===== src/rtl/bcd_pkg.sv =====
// Shared BCD digit type and digit limits for the BCD up/down counter.
package bcd_pkg;
  localparam logic [3:0] BCD_MAX = 4'd9;
  localparam logic [3:0] BCD_MIN = 4'd0;
  typedef logic [3:0] bcd_digit_t;
endpackage


===== src/rtl/bcd_digit.sv =====
// One BCD digit (0..9) with synchronous load; advances on the edge where step and cin are both high.
// cout is combinational from q and up, so carry/borrow ripples through a chain within one cycle.
module bcd_digit
  import bcd_pkg::*;
(
  input  logic       Clk,
  input  logic       RST,
  input  logic       load,
  input  bcd_digit_t load_val,
  input  logic       step,
  input  logic       up,
  input  logic       cin,
  output bcd_digit_t q,
  output logic       cout
);

  always_ff @(posedge Clk) begin
    if (RST) begin
      q <= BCD_MIN;
    end else if (load) begin
      // Non-BCD load values are squashed so q never leaves 0..9.
      q <= (load_val > BCD_MAX) ? BCD_MIN : load_val;
    end else if (step && cin) begin
      if (up) q <= (q == BCD_MAX) ? BCD_MIN : q + 4'd1;
      else    q <= (q == BCD_MIN) ? BCD_MAX : q - 4'd1;
    end
  end

  assign cout = up ? (q == BCD_MAX) : (q == BCD_MIN);

endmodule


===== src/rtl/bcd_updown_counter.sv =====
// Multi-digit BCD up/down counter with tick prescaler, load, and wrap/saturate limits.
// COUNT/STEP/TC update on the stepping edge (1 edge); EN=0 freezes prescaler and count.
module bcd_updown_counter
  import bcd_pkg::*;
#(
  parameter int NUM_DIGITS = 2,
  parameter int PRESCALE   = 1,
  parameter bit WRAP       = 1'b1
) (
  input  logic                    Clk,
  input  logic                    RST,
  input  logic                    EN,
  input  logic                    UP,
  input  logic                    LOAD,
  input  logic [4*NUM_DIGITS-1:0] LOAD_VAL,
  output logic [4*NUM_DIGITS-1:0] COUNT,
  output logic                    STEP,
  output logic                    TC
);

  localparam int PW = (PRESCALE > 1) ? $clog2(PRESCALE) : 1;
  localparam logic [PW-1:0] PRE_LAST = PW'(PRESCALE - 1);

  logic [PW-1:0]         pre;
  logic                  tick;
  logic                  at_limit;
  logic                  do_step;
  logic [NUM_DIGITS-1:0] cin;
  logic [NUM_DIGITS-1:0] cout;

  always_ff @(posedge Clk) begin
    if (RST || LOAD) pre <= '0;
    else if (EN)     pre <= (pre == PRE_LAST) ? '0 : pre + 1'b1;
  end

  assign tick     = EN && !LOAD && (pre == PRE_LAST);
  assign at_limit = &cout;
  // In saturate mode a step at the limit is suppressed but still flagged on TC.
  assign do_step  = tick && (WRAP || !at_limit);

  genvar k;
  generate
    for (k = 0; k < NUM_DIGITS; k++) begin : g_digit
      if (k == 0) begin : g_first
        assign cin[k] = do_step;
      end else begin : g_next
        assign cin[k] = cin[k-1] & cout[k-1];
      end
      bcd_digit u_digit (
        .Clk      (Clk),
        .RST      (RST),
        .load     (LOAD),
        .load_val (LOAD_VAL[4*k +: 4]),
        .step     (do_step),
        .up       (UP),
        .cin      (cin[k]),
        .q        (COUNT[4*k +: 4]),
        .cout     (cout[k])
      );
    end
  endgenerate

  always_ff @(posedge Clk) begin
    if (RST) begin
      STEP <= 1'b0;
      TC   <= 1'b0;
    end else begin
      STEP <= do_step;
      TC   <= tick && at_limit;
    end
  end

endmodule

===== config.mk =====
export PLATFORM = sky130hd
export DESIGN_NAME = bcd_updown_counter
export DESIGN_NICKNAME = d
export VERILOG_FILES = /design/src/rtl/bcd_pkg.sv /design/src/rtl/bcd_digit.sv /design/src/rtl/bcd_updown_counter.sv
export SDC_FILE = /design/constraint.sdc
export NUM_CORES = 1
export LEC_CHECK = 0
export BUFFER_PORTS_ARGS = -buffer_cell sky130_fd_sc_hd__buf_4
export CAP_MARGIN = 20
export CORE_MARGIN = 1.5
export CORE_UTILIZATION = 45
export DETAILED_ROUTE_END_ITERATION = 6
export PLACE_DENSITY = 0.78
export SYNTH_ARGS = -nofsm -noshare
export SYNTH_HDL_FRONTEND = slang
export SYNTH_SLANG_ARGS = --single-unit

===== constraint.sdc =====
create_clock -name Clk -period 1.52 [get_ports Clk]
set_input_delay 0.304 -clock Clk [delete_from_list [all_inputs] [get_ports Clk]]
set_output_delay 0.304 -clock Clk [all_outputs]
set_load 0.05 [all_outputs]

---- Yosys cells after proc, flatten, opt, wreduce, memory -nomap -nowiden ----
Cells that the tools add are included.
word-level totals
  bits in registers ....................... 11
  input port bits ......................... 13
  output and inout bits ................... 10
  word-level logic and storage cells ...... 42
operators by class
  $add $sub $neg .......................... 5
  magnitude comparators ................... 2
  equality and inequality tests ........... 2
  mux-type cells .......................... 15
  bitwise operators ....................... 2
  reduce and logical (&&, ||, !) cells .... 11
operator list
  cell                                                  number
  2-to-1 mux 4 bit                                      12
  adder 4 x 1 -> 4 bit, second input constant           2
  == test 4 bit, second input constant                  2
  greater-than comparator 4 bit, second input constant  2
  logical NOT 4 bit                                     2
  subtractor 4 x 1 -> 4 bit, second input constant      2
  logical AND 1 bit                                     4
  nonzero test 2 bit                                    2
  2-to-1 mux 1 bit                                      3
  AND reduction 2 bit                                   1
  adder 1 bit, second input constant                    1
  bitwise AND 1 bit                                     1
  logical NOT 1 bit                                     1
  logical OR 1 bit                                      1
  NOT 1 bit                                             1

---- Logic depth before layout (Yosys ltp) ----
  word-level depth ........................ 7
  mapped depth ............................ 5
  depth with buffers taken out ............ 4

---- Cells and area by module ----
From an unflattened synthesis, not the netlist that was laid out.
unflattened totals
  cells, all modules ...................... 94
  area, all modules ....................... 764.5 um^2
by module, submodules not included
  module              instances  cells each  area each (um^2)  seq. area each (um^2)
  bcd_digit           2          44          346.6             80.1
  bcd_updown_counter  1          6           71.3              40.0

---- Worst setup path after synthesis ----
OpenSTA, ideal clock, no wires.
  kind .................................... reg-to-reg
  from .................................... register g_digit[0].u_digit.q[0]
  to ...................................... register g_digit[0].u_digit.q[3]
  library setup time ...................... 0.141 ns
  arrival time ............................ 1.690 ns
  data required time ...................... 1.379 ns
  setup slack ............................. -0.311 ns
  stages on the path, launching flop included .. 6
  buffers on the path ..................... 1
  clock period less this slack ............ 1.831 ns
  cell sequence ........................... dfxtp_1 > buf_2 > nand2_1 > a311o_2 > a221oi_1 > a2111oi_2
between the ends
  cells in the longest elaborated chain, start to end .. 5
  elaborated cells between the ends (all ways) .. 9
  classes of those cells .................. add/sub: 2; eq/ne: 1; mux: 5; reduce/logical: 1
RTL lines
  element                                                  line                              RTL
  start: declaration                                       bcd_digit.sv:13                   output bcd_digit_t q,
  start signal: assignment                                 bcd_digit.sv:22                   q <= (load_val > BCD_MAX) ? BCD_MIN : load_val;
  start signal: assignment                                 bcd_digit.sv:24                   if (up) q <= (q == BCD_MAX) ? BCD_MIN : q + 4'd1;
  start signal: assignment                                 bcd_digit.sv:25                   else q <= (q == BCD_MIN) ? BCD_MAX : q - 4'd1;
  subtractor 4 x 1 -> 4 bit, or another cell as far along  bcd_digit.sv:25
  2-to-1 mux 4 bit, on equally long branches               bcd_digit.sv:25, bcd_digit.sv:24
  2-to-1 mux 4 bit (*)                                     bcd_digit.sv:24
  2-to-1 mux 4 bit (*)                                     bcd_digit.sv:23                   end else if (step && cin) begin
  2-to-1 mux 4 bit (*)                                     bcd_digit.sv:20                   end else if (load) begin
Mark *: on every way between the ends. The rest lies on a longest branch, timed or not. The select of a mux whose other input is x is not followed.
A chain may end at the register's enable or synchronous reset.

---- Worst setup path after layout ----
Ends and elaborated chain as after synthesis.

==> results.cfg <==
[critical_path]
crit_path_max_incr_delay_ns = 0.39
crit_path_start_kind = flip-flop
worst_setup_path_end_kind = flip-flop
crit_type = reg -> reg
cp_data_arrival_time_ns = 1.60
required_ns = 1.68
crit_fanout = 9
slowest_stage = a311o_2
r2r_cells = 5
path_cells = buf_4 > nand2_1 > a311o_2 > a221oi_2 > a2111oi_2

[floorplan]
die_width_um = 45.1
die_h_um = 45.1
core.rowCount = 15
core_um2 = 1690
dieArea_um2 = 2030
initial_core_util_pct = 47.2
io_pins = 23

[synthesis]
synth.distinct_cells = 43
synth_nets = 116
yosys-top-cells-count = 10 x dfxtp_1, 10 x nor2_1, 7 x nand2_1, 6 x a21oi_1, 6 x nand3_1
synth-async-reset-ratio_pct = 0
synth.top_cell.area_share_pct = 25.1
ys.warnings.count = 0
synth_area_leader_cell = dfxtp_1
postSynthCellCount = 103
ys_ff_latch = 10
synth_flop_cell = dfxtp_1
synth_area_leaders = dfxtp_1 25%, nor2_1 4.7%, a221oi_1 4.4%, xnor2_1 4.4%, nand2b_1 3.9%
syn_area_um2 = 797
avgSynthCellArea_um2 = 7.74
seq_area_frac_synth_pct = 25.1
synth_edf_count = 0

[global_route]
use_met3_pct = 5.20
busiest_layer = met1
grt_pass1_vias = 694
grt_pass1_wl_um = 3090
use_met2_pct = 28.0
grt_max_degree = 15
antenna_found_initial = 0
overflow = 0
met1_usage_pct = 31.0
grt_util_all_layers_pct = 21.5

[route]
viasPerCell = 6.15
route.vias.total = 873
totalWireLength_um = 2050
drc = 0
ant_nets = 0
avgRoutedWirePerCell_um = 14.4
drtPass1Iterations = 4
first_iter_violations = 25

[clocking]
clk_path_buf_depth = 2
cts-root-buf = clkbuf_4
clk_pin_slew_worst_paths_ns = 0.07
clock-sinks = 10
h-tree-depth = 1
cts_buffers = 3
cts_tree = yes
clk_latency_ns = 0.28

[finish]
diodes = 0
areaGrowthSynthToFinish_pct = 30.0
fin_nets = 139
drive_gt1_share_pct = 39.2

[sta]
worst_slew_pin_slew_ns = 0.303
max_freq_mhz = 692
finalCriticalPeriod_ns = 1.44
skew_ns = 0.00658
hold_ws_ns = 0.278
hold_viol = 0
drv_slew = 0
finalCritPeriodShare_pct = 95.1
finalSetupTns_ns = 0
setup_viol = 0
relSlewSlack_pct = 79.8

[place]
port_buffers = 22
dp_hpwl_um = 1390
gp_congestion = 0.845

[hold_path]
hp-class = in -> reg
min_path_cells = 2

[power]
power_leakage_uw = 0.000408
power_density_nw_per_um2 = 765
peakVddDrop_mv = 0.348

[run]
cap_viol_max_count = 0

[outcome]
outcome = finished clean
[metrics by stage]
step	area (um^2)	total power, uW	util [%]	setup slack, ns	instances
after global placement	991	577	58.7	0.0284	137
after detailed placement	991	582	58.7	-0.0262	137
after CTS	1020	786	60.5	0.0509	141
final	1040	792	61.3	0.0752	142
after floorplan	823	503	-	0.00446	103
after global routing	1040	830	61.3	-0.0201	142
[final timing paths]
| kind | to | from | slack (ns) |
|---|---|---|---|
| max | g_digit[0].u_digit.q[3] | g_digit[0].u_digit.q[0] | 0.08 |
| min | g_digit[0].u_digit.q[3] | RST | 0.28 |
| max reg2reg | g_digit[0].u_digit.q[3] | g_digit[0].u_digit.q[0] | 0.08 |
| min reg2reg | g_digit[1].u_digit.q[1] | g_digit[1].u_digit.q[1] | 0.55 |
[area by class of cell]
class                      instances  area [um^2]
inverter                           3         11.3
multi-input combinational         81          558
timing repair buffer              27          203
fill                             146          653
clock buffer                       4         26.3
tap                               17         21.3
sequential                        10          216
[power breakdown]
group | internal [uW] | switching (uW) | total [uW] | leakage, uW
clock network | 102 | 104 | 205 | 0.0000150
registers | 279 | 36.2 | 315 | 0.0000857
logic | 119 | 152 | 271 | 0.000307
total | 500 | 292 | 792 | 0.000408
[kinds of logic (layout without fill, tap and decap cells)]
logic type                after synthesis  in the layout  synth area share, %
AOI/OAI and AO/OA                      32             32                 31.9
xor gates and xnor gates                5              5                 5.49
buffers and inverters                  12             34                 7.06
DFF                                    10             10                 25.1
muxes                                   1              1                 1.26
and+or+nand+nor                        43             43                 29.2
[per-layer routing]
metal	part of all wire [%]	vias up	wire, um
met2	46	43	942
li1	-	421	-
met1	44	403	911
met5	0	-	0
met3	7.0	6	144
met4	2.5	0	52
[worst max-delay path: cells and delay by family (launching register included)]
family	cells	cell delay, ns
flops	1	0.37
simple gates	1	0.06
compound gates	3	0.72
buf+inv	1	0.17
[timing repair]
| action | in CTS | in global routing |
|---|---|---|
| hold endpoints to repair | 0 | 0 |
| pin swaps | 0 | 1 |
| setup endpoints to repair | 1 | 3 |
| setup buffers | 0 | 1 |
| resized for setup | 1 | 2 |
| hold buffers | 0 | 0 |
[state kept, by name (all words and copies together) (netlist names)]
signal and count:
STEP 1, TC 1, g_digit.u_digit.q 8
[layout by cell type (no fill, tap or decap), types with 2 or more instances in the layout]
cell type	synthesis	routed
a21boi_0	2	2
a21oi_1	6	6
a221oi_1	4	3
buf_4	0	27
clkbuf_4	0	3
dfxtp_1	10	3
dfxtp_2	0	4
dfxtp_4	0	3
inv_1	3	3
nand2_1	7	7
nand2b_1	5	5
nand3_1	6	6
nand3b_1	2	2
nor2_1	10	10
nor3_1	2	2
o2111ai_1	2	2
o21a_1	2	2
o21ai_0	5	4
xnor2_1	4	4
(Power assumes the default switching activity.)
